File: src/rtl/alu_slice_serial.sv
// Multi-cycle M/S-function ALU: evaluates WIDTH bits one SLICE per clock, LSB first,
// with the inter-slice carry held in a register so the critical path is one slice.
module alu_slice_serial #(
   parameter int WIDTH = 16,
   parameter int SLICE = 4
) (
   input  logic             clk,
   input  logic             rst,
   input  logic             start_i,
   input  logic [WIDTH-1:0] a_i,
   input  logic [WIDTH-1:0] b_i,
   input  logic             m_i,
   input  logic [3:0]       s_i,
   input  logic             cin_i,
   output logic             busy_o,
   output logic             done_o,
   output logic [WIDTH-1:0] f_o,
   output logic             cout_o,
   output logic             zero_o
);

   localparam int N  = WIDTH / SLICE;
   localparam int IW = (N > 1) ? $clog2(N) : 1;

   typedef enum logic {IDLE, RUN} state_e;

   state_e           state_q, state_d;
   logic [WIDTH-1:0] a_q, a_d, b_q, b_d, part_q, part_d, f_q, f_d;
   logic             m_q, m_d, carry_q, carry_d, cout_q, cout_d, zero_q, zero_d, done_q, done_d;
   logic [3:0]       s_q, s_d;
   logic [IW-1:0]    idx_q, idx_d;

   logic [SLICE-1:0] sa, sb, x, y, lres, res;
   logic [SLICE:0]   sum;
   logic             sc;

   // Every arithmetic code is X + Y + carry for bitwise X/Y; "minus 1" adds all ones.
   always_comb begin
      sa = a_q[idx_q*SLICE +: SLICE];
      sb = b_q[idx_q*SLICE +: SLICE];
      x  = sa;
      y  = '0;
      unique case (s_q)
         4'b0000: begin x = sa;        y = '0;        end
         4'b0001: begin x = sa | sb;   y = '0;        end
         4'b0010: begin x = sa | ~sb;  y = '0;        end
         4'b0011: begin x = '0;        y = '1;        end
         4'b0100: begin x = sa;        y = sa & ~sb;  end
         4'b0101: begin x = sa | sb;   y = sa & ~sb;  end
         4'b0110: begin x = sa;        y = ~sb;       end
         4'b0111: begin x = sa & ~sb;  y = '1;        end
         4'b1000: begin x = sa;        y = sa & sb;   end
         4'b1001: begin x = sa;        y = sb;        end
         4'b1010: begin x = sa | ~sb;  y = sa & sb;   end
         4'b1011: begin x = sa & sb;   y = '1;        end
         4'b1100: begin x = sa;        y = sa;        end
         4'b1101: begin x = sa | sb;   y = sa;        end
         4'b1110: begin x = sa | ~sb;  y = sa;        end
         default: begin x = sa;        y = '1;        end
      endcase
      sum = {1'b0, x} + {1'b0, y} + {{SLICE{1'b0}}, carry_q};
      unique case (s_q)
         4'b0000: lres = ~sa;
         4'b0001: lres = ~(sa | sb);
         4'b0010: lres = ~sa & sb;
         4'b0011: lres = '0;
         4'b0100: lres = ~(sa & sb);
         4'b0101: lres = ~sb;
         4'b0110: lres = sa ^ sb;
         4'b0111: lres = sa & ~sb;
         4'b1000: lres = ~sa | sb;
         4'b1001: lres = ~(sa ^ sb);
         4'b1010: lres = sb;
         4'b1011: lres = sa & sb;
         4'b1100: lres = '1;
         4'b1101: lres = sa | ~sb;
         4'b1110: lres = sa | sb;
         default: lres = sa;
      endcase
      res = m_q ? lres : sum[SLICE-1:0];
      sc  = m_q ? 1'b0 : sum[SLICE];
   end

   always_comb begin
      state_d = state_q;
      a_d     = a_q;
      b_d     = b_q;
      m_d     = m_q;
      s_d     = s_q;
      carry_d = carry_q;
      idx_d   = idx_q;
      part_d  = part_q;
      f_d     = f_q;
      cout_d  = cout_q;
      zero_d  = zero_q;
      done_d  = 1'b0;
      unique case (state_q)
         IDLE: if (start_i) begin
            a_d     = a_i;
            b_d     = b_i;
            m_d     = m_i;
            s_d     = s_i;
            carry_d = cin_i & ~m_i;
            idx_d   = '0;
            part_d  = '0;
            state_d = RUN;
         end
         default: begin
            part_d[idx_q*SLICE +: SLICE] = res;
            carry_d = sc;
            idx_d   = idx_q + 1'b1;
            if (idx_q == IW'(N - 1)) begin
               f_d     = part_d;
               cout_d  = sc;
               zero_d  = (part_d == '0);
               done_d  = 1'b1;
               idx_d   = '0;
               state_d = IDLE;
            end
         end
      endcase
   end

   always_ff @(posedge clk or posedge rst) begin
      if (rst) begin
         state_q <= IDLE;
         a_q     <= '0;
         b_q     <= '0;
         m_q     <= 1'b0;
         s_q     <= '0;
         carry_q <= 1'b0;
         idx_q   <= '0;
         part_q  <= '0;
         f_q     <= '0;
         cout_q  <= 1'b0;
         zero_q  <= 1'b0;
         done_q  <= 1'b0;
      end else begin
         state_q <= state_d;
         a_q     <= a_d;
         b_q     <= b_d;
         m_q     <= m_d;
         s_q     <= s_d;
         carry_q <= carry_d;
         idx_q   <= idx_d;
         part_q  <= part_d;
         f_q     <= f_d;
         cout_q  <= cout_d;
         zero_q  <= zero_d;
         done_q  <= done_d;
      end
   end

   assign busy_o = (state_q == RUN);
   assign done_o = done_q;
   assign f_o    = f_q;
   assign cout_o = cout_q;
   assign zero_o = zero_q;

endmodule
File: config.mk
export PLATFORM = sky130hd
export DESIGN_NAME = alu_slice_serial
export DESIGN_NICKNAME = d
export VERILOG_FILES = /design/src/rtl/alu_slice_serial.sv
export SDC_FILE = /design/constraint.sdc
export NUM_CORES = 1
export LEC_CHECK = 0
export ABC_CLOCK_PERIOD_IN_PS = 4520
export BUFFER_PORTS_ARGS = -buffer_cell sky130_fd_sc_hd__clkbuf_2
export CAP_MARGIN = 5
export CORE_MARGIN = 4
export CORE_UTILIZATION = 31
export DETAILED_ROUTE_END_ITERATION = 8
export PLACE_DENSITY = 0.51
export SLEW_MARGIN = 10
export SYNTH_ARGS = -nofsm -noshare
export SYNTH_HDL_FRONTEND = slang
export SYNTH_SLANG_ARGS = --single-unit
export TNS_END_PERCENT = 5
File: constraint.sdc
create_clock -name clk -period 4.52 [get_ports clk]
set_input_delay 0.226 -clock clk [delete_from_list [all_inputs] [get_ports clk]]
set_output_delay 0.226 -clock clk [all_outputs]
set_load 0.02 [all_outputs]
==> results of run 1 <==
## layout by cell type, fill, tap and decap left out, types with 10 or more instances in the layout
cell type,count
inv_1,24
nor2_1,41
nand2_1,32
dfrtp_1,76
mux2i_1,11
o21ai_0,25
nand3b_1,11
buf_4,23
ha_1,25
a21oi_1,23
nor3_1,10
clkbuf_2,60
mux2_2,35
## routing by layer
metal,GRT usage [%],vias to the layer above
met4,4.73,0
li1,-,1901
met2,23.6,125
met3,2.74,16
met5,0,-
met1,21.9,2036
## registers in the layout, summed over array words and instances, names as in the netlist, 2 cells and up
signal	count
part_q	16
a_q	16
s_q	4
b_q	16
idx_q	2
f_o	16
## final timing paths
check / startpoint / endpoint / slack, ns
setup reg to reg: idx_q[0] / f_o[14] / 0.25
setup / recovery: idx_q[0] / f_o[14] / 0.25
hold reg to reg: cout_o / cout_o / 0.48
min in group clk: s_i[3] / s_q[3] / 0.10
hold / removal: rst / f_o[10] / 0.05
max in group asynchronous: rst / a_q[14] / 3.48
## area by class of cell
| class | instances | area share (%) |
|---|---|---|
| inverter | 27 | 1.76 |
| sequential | 76 | 33.0 |
| clock inverter | 4 | 1.28 |
| multi-input combinational | 350 | 46.9 |
| tap | 211 | 4.59 |
| clock buffer | 11 | 4.22 |
| timing repair buffer | 83 | 8.22 |
## kinds of logic after synthesis
family                   Yosys count  synth area share (%)
multiplexers                      55                  14.6
buffers and inverters             55                  5.02
AND/OR/NAND/NOR                  140                  14.5
XOR/XNOR                           1                 0.181
adder cells (fa/ha/maj)           27                  7.29
flip-flops                        76                  39.3
AO/OA/AOI/OAI                    127                  19.0
## stage by stage
stage	hold WS (ns)	instance area (um^2)	worst slack, ns	instances	utilization (%)
3_5_place_dp	0.437	5440	0.303	747	35.7
2_1_floorplan	0.312	4840	0.471	481	-
4_1_cts	0.0762	5760	0.288	762	37.7
3_3_place_gp	0.435	5440	0.371	747	35.7
6_report	0.0515	5760	0.253	762	37.7
5_1_grt	0.113	5760	0.0199	762	37.7
## synth_stat cells, drive strengths merged, types with 6 or more instances
cell,count,area share [%]
nor2b,9,1.2
mux4,9,4.2
mux2i,11,2.3
a22oi,10,1.9
o21ai,27,2.8
nand2b,9,1.2
inv,27,2.1
a221oi,12,2.6
nand3b,11,1.7
buf,16,2.0
ha,25,6.5
clkbuf,12,0.93
nor2,42,3.3
nand2,32,2.5
nor3,11,1.2
dfrtp,76,39
a32o,9,1.9
mux2,35,8.1
o22ai,6,0.91
nand3,8,0.83
a21oi,23,2.4
o31ai,9,1.4
==> out/results.ini, run 1 <==
[final_layout]
drive_gt1_share_pct=29.0
seq_area_um2=1900
area_delta_synth_final_pct=19.0
fin_nets=615
multiInputGateArea_um2=2700
n_antenna_cell=0
fillers=1539

[sta]
finalMaxSlewViolations=0
relSlewSlack_pct=27.4
min_period_ns=4.27
finalClockSkew_ns=0.00625
worstMarginPinSlew_ns=1.09
setup_tns_ns=0
period_share_pct=94.4
setup_violations=0
fmax_mhz=234
rsz0062_at_grt=no
hold_viol_final=0

[yosys]
ys_seq_area_share_pct=39.3
synth-seq-cells=76
syn_nets=549
ys.flop_type=dfrtp_1
synthCells=481
syn_area_um2=4840
yosysWarnings=0
syn_area_per_cell_um2=10.1
synth_enable_flop_cells=0
ys_types=63
ys_async_sr_fraction_pct=100

[global_route]
grtUsageTotal_pct=15.3
grt_pass1_vias=4082
antenna_found_initial=0
grt_max_degree=42
gr-total-overflow=0
grt_pass1_wl_um=21900

[setup_path]
arrival_ns=4.48
timing.critical_path.buf_inv=2
worstSetupPathType=reg2reg
critPathRequiredTime_ns=4.73
critical-path-slowest-cell=mux4_2
cp_slowest_stage_delay_ns=0.59
worstPathMaxFanout=8
path_delay_family=compound AO/OA/AOI/OAI gates
crit_cells=18
worst_setup_path_end_kind=flop
startpoint_type=flop
r2r_cells=18
path_cells=mux4_2, inv_1, ha_1, nand3b_1, a21oi_1, a221oi_1, nand2_1, o21ai_0, fa_1, fa_1, xor2_1, o32ai_1, a311o_1, a221oi_2, a221oi_2, buf_4, a221oi_1, nor2_1

[drt]
route.met2.wl_um=6110
wl_met1_um=6240
wirelength_um=13200
drt_first_pass_iters=7
vias_per_cell=5.35
detail-route-antenna-nets=0
drc=0
avgRoutedWirePerCell_um=17.3
vias=4078
route.met3.wl_um=650
drt_iter0_markers=323
routed.top_layer=met4

[cts]
clkTransAtPathRegs_ns=0.06
cts_tree=done
cts_buffers=9
cts.sinks=76
cts_max_path_buffers=2
insertion_delay_ns=0.33
cts_resized=0
cts-root-buf=clkbuf_16
cts.htree.levels=3
ctsHoldBuffers=0
post_cts_buffers=0

[worst_hold_path]
hp-class=in2async

[status]
outcome=complete, no violations

[floorplanning]
core_um2=15300
die_area_um2=17700
die_w_um=133
die_y_um=133
initial_core_util_pct=31.7
io_pins=61
placementRows=45

[job]
cap_violations=0

[place]
io_buffers=60
gp_congestion=0.883
hpwl_um=9720

Power of run 1 is not shown: default switching activity piles up to over one toggle a cycle in this logic, so the estimate is an artifact.
==> inputs of run 2 (changes only) <==
Settings changed: CAP_MARGIN 5 to 10, PLACE_DENSITY 0.51 to 0.45.
==> out/results.ini, run 2 (synthesis results as in run 1) <==
[cts]
cts_tree=done
clkTransAtPathRegs_ns=0.06
cts.sinks=76
cts_buffers=9
cts_max_path_buffers=2
cts-root-buf=clkbuf_16
insertion_delay_ns=0.34
ctsHoldBuffers=0
cts_resized=0
cts.htree.levels=3
post_cts_buffers=0

[sta]
fmax_mhz=239
hold_viol_final=0
setup_violations=0
relSlewSlack_pct=30.1
whs_ns=0.0956
finalMaxSlewViolations=0
period_share_pct=92.4
finalClockSkew_ns=0.0100
min_period_ns=4.18
worstMarginPinSlew_ns=1.05
setup_tns_ns=0
rsz0062_at_grt=no

[status]
outcome=complete, no violations

[drt]
drt_first_pass_iters=5
avgRoutedWirePerCell_um=17.4
vias_per_cell=5.19
vias=3983
drc=0
detail-route-antenna-nets=0
drt_iter0_markers=242
wirelength_um=13400

[final_layout]
n_antenna_cell=0
final_cell_mix=dfrtp_1, clkbuf_2, nor2_1
area_delta_synth_final_pct=19.7
final_common_cell=dfrtp_1
seq_area_um2=1900
fin_nets=619
multiInputGateArea_um2=2720
drive_gt1_share_pct=30.2
finalCoreUtilization_pct=38.0
fillers=1527

[setup_path]
timing.critical_path.buf_inv=5
cpMostUsedCell=buf_4
path_cells=buf_4, buf_4, mux4_2, inv_1, ha_1, nand3b_1, a21oi_2, a221o_1, mux2_2, inv_1, fa_1, xor2_2, o32ai_1, a311o_1, a221oi_2, a221oi_2, buf_4, a221oi_1, nor2_1
path_delay_family=compound AO/OA/AOI/OAI gates
critPathRequiredTime_ns=4.74
cp_slowest_stage_delay_ns=0.58
worstPathMaxFanout=9
worst_setup_path_end_kind=flop
critical-path-slowest-cell=mux4_2
worstSetupPathType=reg2reg
startpoint_type=flop
arrival_ns=4.39

[global_route]
grtUsageTotal_pct=15.6
grt_pass1_vias=4132
antenna_found_initial=0
grt_pass1_wl_um=22100
gr-total-overflow=0
grt_max_degree=77

[worst_hold_path]
hp-class=in2reg

[job]
cap_violations=0

[floorplanning]
core_um2=15300
initial_core_util_pct=31.7
io_pins=61
placementRows=45
die_w_um=133
die_area_um2=17700
die_y_um=133

[place]
gp_congestion=0.875
hpwl_um=9990
io_buffers=60

-- run 2: through the flow --
stage / setup slack, ns / cell area [um^2] / cells
after floorplan: 0.471 / 4840 / 481
after global placement: 0.408 / 5470 / 751
after detailed placement: 0.335 / 5470 / 751
after CTS: 0.293 / 5770 / 767
after global routing: 0.00583 / 5790 / 767
final: 0.344 / 5790 / 767
-- run 2: layout make-up --
type,instances,area share [%]
clock inverter,5,1.02
inverter,27,1.77
multi-input combinational,350,46.9
tap,211,4.56
sequential,76,32.8
timing repair buffer,87,8.69
clock buffer,11,4.19
-- run 2: path summary, 6_finish.rpt --
check,start,endpoint,slack (ns),cells after the start
min reg2reg,cout_o,cout_o,0.49,2
max in group asynchronous,rst,a_q[6],3.74,3
max reg2reg,idx_q[0],f_o[6],0.34,19
min in group asynchronous,rst,f_o[9],0.17,3
min,s_i[2],s_q[2],0.1,3
max,idx_q[0],f_o[6],0.34,19
-- run 2: tightest hold or removal path, stage by stage --
cell and delay [ns]:
clkbuf_2 0.08, nand2_1 0.03, o21ai_0 0.06
-- run 2: routing by layer --
| metal | share of wire (%) | global-route usage, % |
|---|---|---|
| met3 | 5.1 | 3.61 |
| met1 | 48 | 21.8 |
| met4 | 2.6 | 6.00 |
| met2 | 44 | 23.4 |
| met5 | 0 | 0 |
Power of run 2 is left out for the same reason.
